### src/rtl/pc_gen.sv
// Fetch PC generator: sequential advance, stall hold, branch/trap redirect,
// and a RUN -> DRAIN -> HALTED wind-down once the program space is exhausted.
module pc_gen #(
  parameter int              XLEN         = 64,
  parameter logic [XLEN-1:0] RESET_PC     = '0,
  parameter logic [XLEN-1:0] PC_LIMIT     = 64'h200,
  parameter int              INST_BYTES   = 4,
  parameter logic [XLEN-1:0] TRAP_VECTOR  = 64'h1F0,
  parameter int              DRAIN_CYCLES = 4
) (
  input  logic            clk,
  input  logic            rst,
  input  logic            pc_write,
  input  logic            pc_src,
  input  logic [XLEN-1:0] pc_branch,
  input  logic            trap_req,
  output logic [XLEN-1:0] pc_out,
  output logic            pc_valid,
  output logic            halted,
  output logic            misalign_fault,
  output logic [31:0]     stall_count
);

  localparam logic [1:0] RUN    = 2'd0;
  localparam logic [1:0] DRAIN  = 2'd1;
  localparam logic [1:0] HALTED = 2'd2;

  localparam logic [XLEN-1:0] INC       = XLEN'(INST_BYTES);
  localparam logic [XLEN-1:0] LAST_PC   = PC_LIMIT - INC;
  localparam logic [XLEN-1:0] ALIGN_MSK = INC - 1'b1;
  localparam logic [7:0]      DRAIN_LD  = 8'(DRAIN_CYCLES - 1);

  logic [1:0] state;
  logic [7:0] drain_cnt;
  logic       br_misaligned;

  assign br_misaligned = |(pc_branch & ALIGN_MSK);
  assign pc_valid      = (state == RUN);
  assign halted        = (state == HALTED);

  always_ff @(posedge clk) begin
    if (rst) begin
      state          <= RUN;
      pc_out         <= RESET_PC;
      drain_cnt      <= '0;
      stall_count    <= '0;
      misalign_fault <= 1'b0;
    end else begin
      misalign_fault <= 1'b0;
      case (state)
        RUN, DRAIN: begin
          // Redirects win even in DRAIN: older in-flight instructions may still branch.
          if (trap_req) begin
            pc_out <= TRAP_VECTOR;
            state  <= RUN;
          end else if (pc_src) begin
            pc_out         <= br_misaligned ? TRAP_VECTOR : pc_branch;
            misalign_fault <= br_misaligned;
            state          <= RUN;
          end else if (state == DRAIN) begin
            if (drain_cnt == '0) state <= HALTED;
            else drain_cnt <= drain_cnt - 1'b1;
          end else if (!pc_write) begin
            if (stall_count != 32'hFFFF_FFFF) stall_count <= stall_count + 1'b1;
          end else if (pc_out < LAST_PC) begin
            pc_out <= pc_out + INC;
          end else begin
            state     <= DRAIN;
            drain_cnt <= DRAIN_LD;
          end
        end
        default: ;
      endcase
    end
  end

endmodule

### config.mk
export PLATFORM = sky130hd
export DESIGN_NAME = pc_gen
export DESIGN_NICKNAME = d
export VERILOG_FILES = /design/src/rtl/pc_gen.sv
export SDC_FILE = /design/constraint.sdc
export NUM_CORES = 1
export LEC_CHECK = 0
export CAP_MARGIN = 20
export CORE_UTILIZATION = 50
export DETAILED_ROUTE_END_ITERATION = 10
export HOLD_SLACK_MARGIN = 0.15
export PLACE_DENSITY = 0.81
export SYNTH_ARGS = -nofsm -noshare
export SYNTH_HDL_FRONTEND = slang
export SYNTH_SLANG_ARGS = --single-unit
### constraint.sdc
create_clock -name clk -period 3.05 [get_ports clk]
set_clock_uncertainty 0.2 [all_clocks]
set_input_delay 0.7625 -clock clk [delete_from_list [all_inputs] [get_ports clk]]
set_output_delay 0.7625 -clock clk [all_outputs]
set_load 0.02 [all_outputs]
======== Yosys cells after proc, flatten, opt, wreduce, memory -nomap -nowiden ========
Cells that the tools add are included.
Widths: inputs -> output; s select.
cells by class
  bitwise logic cells ..................... 5
  $lt $le $gt $ge ......................... 1
  reduce and logical (&&, ||, !) cells .... 13
  mux-type cells .......................... 16
  equal/unequal tests ..................... 8
  $mul .................................... 0
  shifts and indexed selects .............. 0
  $add $sub $neg .......................... 3
  divide/modulo/power cells ............... 0
operator list
  operator               number
  $mux 64                6
  $add 64x3->64 const B  1
  $lt 64x9->1 const B    1
  $add 32x1->32 const B  1
  $mux 8                 4
  $ne 32x32->1 const B   1
  $mux 2                 6
  $reduce_and 6->1       2
  $logic_not 8->1        1
  $reduce_and 4->1       2
  $sub 8x1->8 const B    1
  $reduce_bool 3->1      2
  $not 1->1              5
  $ne 2x2->1 const B     2
  $ne 4x3->1 const B     1
  $ne 4x4->1 const B     1
  $reduce_bool 4->1      1
  $reduce_or 2->1        2
  $reduce_or 4->1        1
  $ne 3x3->1 const B     1
  $eq 2x1->1 const B     1
  $eq 2x2->1 const B     1
  $logic_not 2->1        1
  $reduce_bool 2->1      1
word-level totals
  bits in registers ....................... 107
  bits in latches ......................... 0
  ROM bits ................................ 0
  output and inout port bits .............. 99
  logic and storage cells ................. 51
  RAM bits ................................ 0
  memories kept ........................... 0

======== Depth between registers and ports, before layout ========
  word-level depth ........................ 6
  depth in mapped cells ................... 10
  mapped depth without buffers ............ 7

======== Worst setup path after synthesis ========
OpenSTA, ideal clock, no wires.
  kind .................................... input to register
  start ................................... input port trap_req
  end ..................................... register stall_count[21]
  setup time .............................. 0.071 ns
  stages .................................. 7
  arrival ................................. 2.265 ns
  slack ................................... 0.514 ns
  buffers on the path ..................... 1
  cells stage by stage .................... or4_4 -> nor2_2 -> and4_1 -> nand3_1 -> buf_2 -> or3_1 -> a21oi_1
between the ends
  cells in the longest elaborated chain, start to end .. 2
RTL lines
  what                               RTL line  text
  start: declaration                 16        input logic trap_req,
  $not 1->1 (no source line)         --
  $reduce_and 6->1 (no source line)  --
  end signal: assignment             64        if (stall_count != 32'hFFFF_FFFF) stall_count <= stall_count + 1'b1;
  end: declaration                   21        output logic [31:0] stall_count
No other way between the ends.
A chain may end at the register's enable or synchronous reset.

======== Worst setup path after layout ========
  start ................................... register pc_out[10]
  end ..................................... register pc_out[28]
between the ends
  cells in the longest elaborated chain, start to end .. 6
RTL lines
  what                      RTL line  text
  start: declaration        17        output logic [XLEN-1:0] pc_out,
  start signal: assignment  57        pc_out <= br_misaligned ? TRAP_VECTOR : pc_branch;
  start signal: assignment  66        pc_out <= pc_out + INC;
  $add 64x3->64             66
  $mux 64                   65        end else if (pc_out < LAST_PC) begin
  $mux 64                   63        end else if (!pc_write) begin
  $mux 64                   60        end else if (state == DRAIN) begin
  $mux 64                   56        end else if (pc_src) begin
  $mux 64                   53        if (trap_req) begin
Several ways; a longest one is shown, not always the timed one. The select of a mux whose other input is x is not followed.

==> results by group <==
Yosys
  • Syn avg cell area: 7.35 sq um
  • Register area share after synthesis: 31.9%
  • Largest area contributor in the netlist: dfxtp_1
  • Post-Syn Instances: 912
  • Synth cell types: 60
  • Ys Warns: 0
  • Synth top area share: 31.9%
  • Area contributors post-synth: dfxtp_1 32%, a21oi_1 8.6%, nor2_1 5.0%
  • Post-synth ARST share: 0%
  • Post-synth EDFFs: 0
  • Flop and latch count out of synthesis: 107
  • Ys flop type: dfxtp_1
  • Syn Std Cell Area: 6710 sq um
  • Syn_nets: 985

Clock network
  • Num CTS Buffers: 9
  • Hold Buf Count CTS: 0
  • CTS clk-pin slew, worst paths: 70 ps
  • CTS Root Cell: clkbuf_16
  • Post-CTS sizing: 0
  • Setup bufs post-CTS: 0
  • CTS max path bufs: 2
  • CTS Sinks: 107
  • TritonCTS clock tree: built
  • Worst skew pair latency: 360 ps
  • H-tree depth: 3

Timing
  • RSZ-0062 raised after global routing: false
  • Sum Neg Setup Slack: 0 ps
  • Slew Viols, Final: 0
  • Worst slew margin: 59.3%
  • Hold Vio Cnt, Final: 0
  • Setup-failing EPs final: 0
  • Max Clk Rate: 346 MHz
  • Tmin final: 2890 ps
  • Final WS setup: 159 ps
  • Final Cycle Share: 94.8%
  • Worst-Margin Slew: 605 ps

Worst setup path
  • Kind of end point of the critical path: register
  • Worst Path Required: 3110 ps
  • Critical path startpoint category: register
  • CP Max Fanout: 31
  • Crit path to: pc_out[28]
  • CP Class: reg2reg
  • R2R Path End: pc_out[28]
  • R2r setup slk: 160 ps
  • Critical path origin: pc_out[10]
  • Worst reg2reg startpoint: pc_out[10]
  • R2R depth: 8
  • Crit path DAT: 2950 ps

Drt
  • Total routed wirelength: 23.7 mm
  • Via count: 8073
  • Drt pass-1 iters: 6
  • Residual DRC: 0
  • Starting DRT DRC Count: 1066
  • DR WL/cell: 18.7 um
  • DRT antenna net count: 0
  • Via-per-instance ratio: 6.38

Die
  • Ports: 168
  • Die height: 118 um
  • Core ar.: 12800 sq um
  • Starting density of the core: 52.3%
  • FP Rows: 41
  • Die Area: 13900 sq um
  • Die span in x: 118 um

Layout
  • Nets@finish: 1161
  • Most frequent cells in the layout: 165 x clkdlybuf4s50_1, 115 x a21oi_1, 107 x dfxtp_1
  • Area delta synth->final: 36.5%
  • Final core occ: 71.4%
  • Layout cells sized above 1: 10.6%
  • Most common cell after layout, fill and taps aside: clkdlybuf4s50_1
  • N_diodes: 0

Global routing
  • First-pass GRT wire length: 38.2 mm
  • Largest net degree at the start of global routing: 58
  • Gr ovfl total: 0
  • Vias in the first global route: 7375
  • Global Route Usage Sum: 33.8%
  • Initial antenna violation count: 0

Placed design
  • # port buffers: 167
  • GPL Wtd Cong: 0.956
  • Placement Setup Slack: -78.4 ps
  • Hpwl dp: 17.1 mm

Power and ir drop
  • P_leak: 3.27 nW
  • Power per Cell Area: 385 nW/um^2
  • Max VDD drop: 316 uV

Run status
  • Status: completed

Worst hold path
  • HP Class: reg2reg
  • Cells on Worst Hold Path: 1

Job
  • Maximum capacitance violations: 0
-- through the flow --
stage	total power [mW]	area, sq um	hold WS, ps	std cells
finish	3.53	9150	272	1265
global route	3.64	9150	305	1265
CTS	3.52	9150	275	1265
detailed placement	2.30	8840	253	1249
global placement	2.29	8840	243	1249
floorplan	1.95	6710	252	912
-- worst min-delay path by stage --
stage	start	end	slack, ps
2_1_floorplan	drain_cnt[5]	drain_cnt[5]	250
3_3_place_gp	pc_out[0]	pc_out[0]	240
3_5_place_dp	pc_out[1]	pc_out[1]	250
4_1_cts	pc_out[1]	pc_out[1]	270
5_1_grt	pc_out[0]	pc_out[0]	300
6_report	pc_out[0]	pc_out[0]	270
-- cell usage after synthesis, types with 3 or more instances --
cell type,number
a221oi_1,13
nand4b_1,3
a21o_1,10
o41ai_1,5
nor2_1,89
buf_4,5
inv_1,32
o31ai_1,15
clkbuf_2,3
nand3_1,44
o21a_1,7
a31oi_1,14
or4_1,5
and3_1,28
nand3b_1,3
and2_1,8
a41o_1,8
nor3_1,45
xor2_1,22
and4_1,14
buf_1,6
a31o_2,11
nand2_1,70
or2_2,3
o21ai_0,50
clkbuf_1,42
a311oi_1,3
a211oi_1,16
ha_1,4
nor4_1,30
nand4_1,28
dfxtp_1,107
or3_1,12
a21oi_1,115
buf_2,10
-- registers in the layout, indices dropped and copies added (netlist names) --
signal	flops
pc_out	64
misalign_fault	1
stall_count	32
state	2
drain_cnt	8
-- critical path, cell delays in order, from the launching register on --
cell and delay (ps):
dfxtp_1 390, nor4_1 530, nand4_1 300, nor3_4 290, buf_4 170, a41o_2 260, buf_12 200, o21ai_0 110
a221oi_1 330
-- layer usage --
| layer | share of wire [%] | global-route usage [%] | vias to the layer above |
|---|---|---|---|
| met5 | 0 | 0 | - |
| met4 | 2.8 | 13.5 | 0 |
| met3 | 9.8 | 6.54 | 66 |
| met2 | 46 | 52.5 | 516 |
| met1 | 42 | 45.8 | 3731 |
| li1 | - | - | 3760 |
-- final cells by class --
class	instances	area [sq um]
repair buffers	232	2200
clock inverters	7	82.6
flip-flops and latches	107	2140
multi-input cells	706	4160
inverters	32	120
fillers	1105	3670
well taps	172	215
clock buffers	9	225
-- report_power, final --
group          switching (mW)  total [mW]  internal [mW]  leakage (nW)
clock network           0.590        1.24          0.651         0.145
logic                   0.397       0.747          0.350          2.25
registers              0.0846        1.54           1.45         0.872
-- cell families after synthesis --
logic type	count (synthesis)	synth area share (%)
buffers and inverters	99	6.18
flip-flops	107	31.9
AO/OA/AOI/OAI	278	26.2
AND/OR/NAND/NOR	399	31.6
adder cells (fa/ha/maj)	4	0.746
XOR/XNOR	24	3.13
multiplexers	1	0.168
Note: power is estimated with default switching activity, not from simulation.
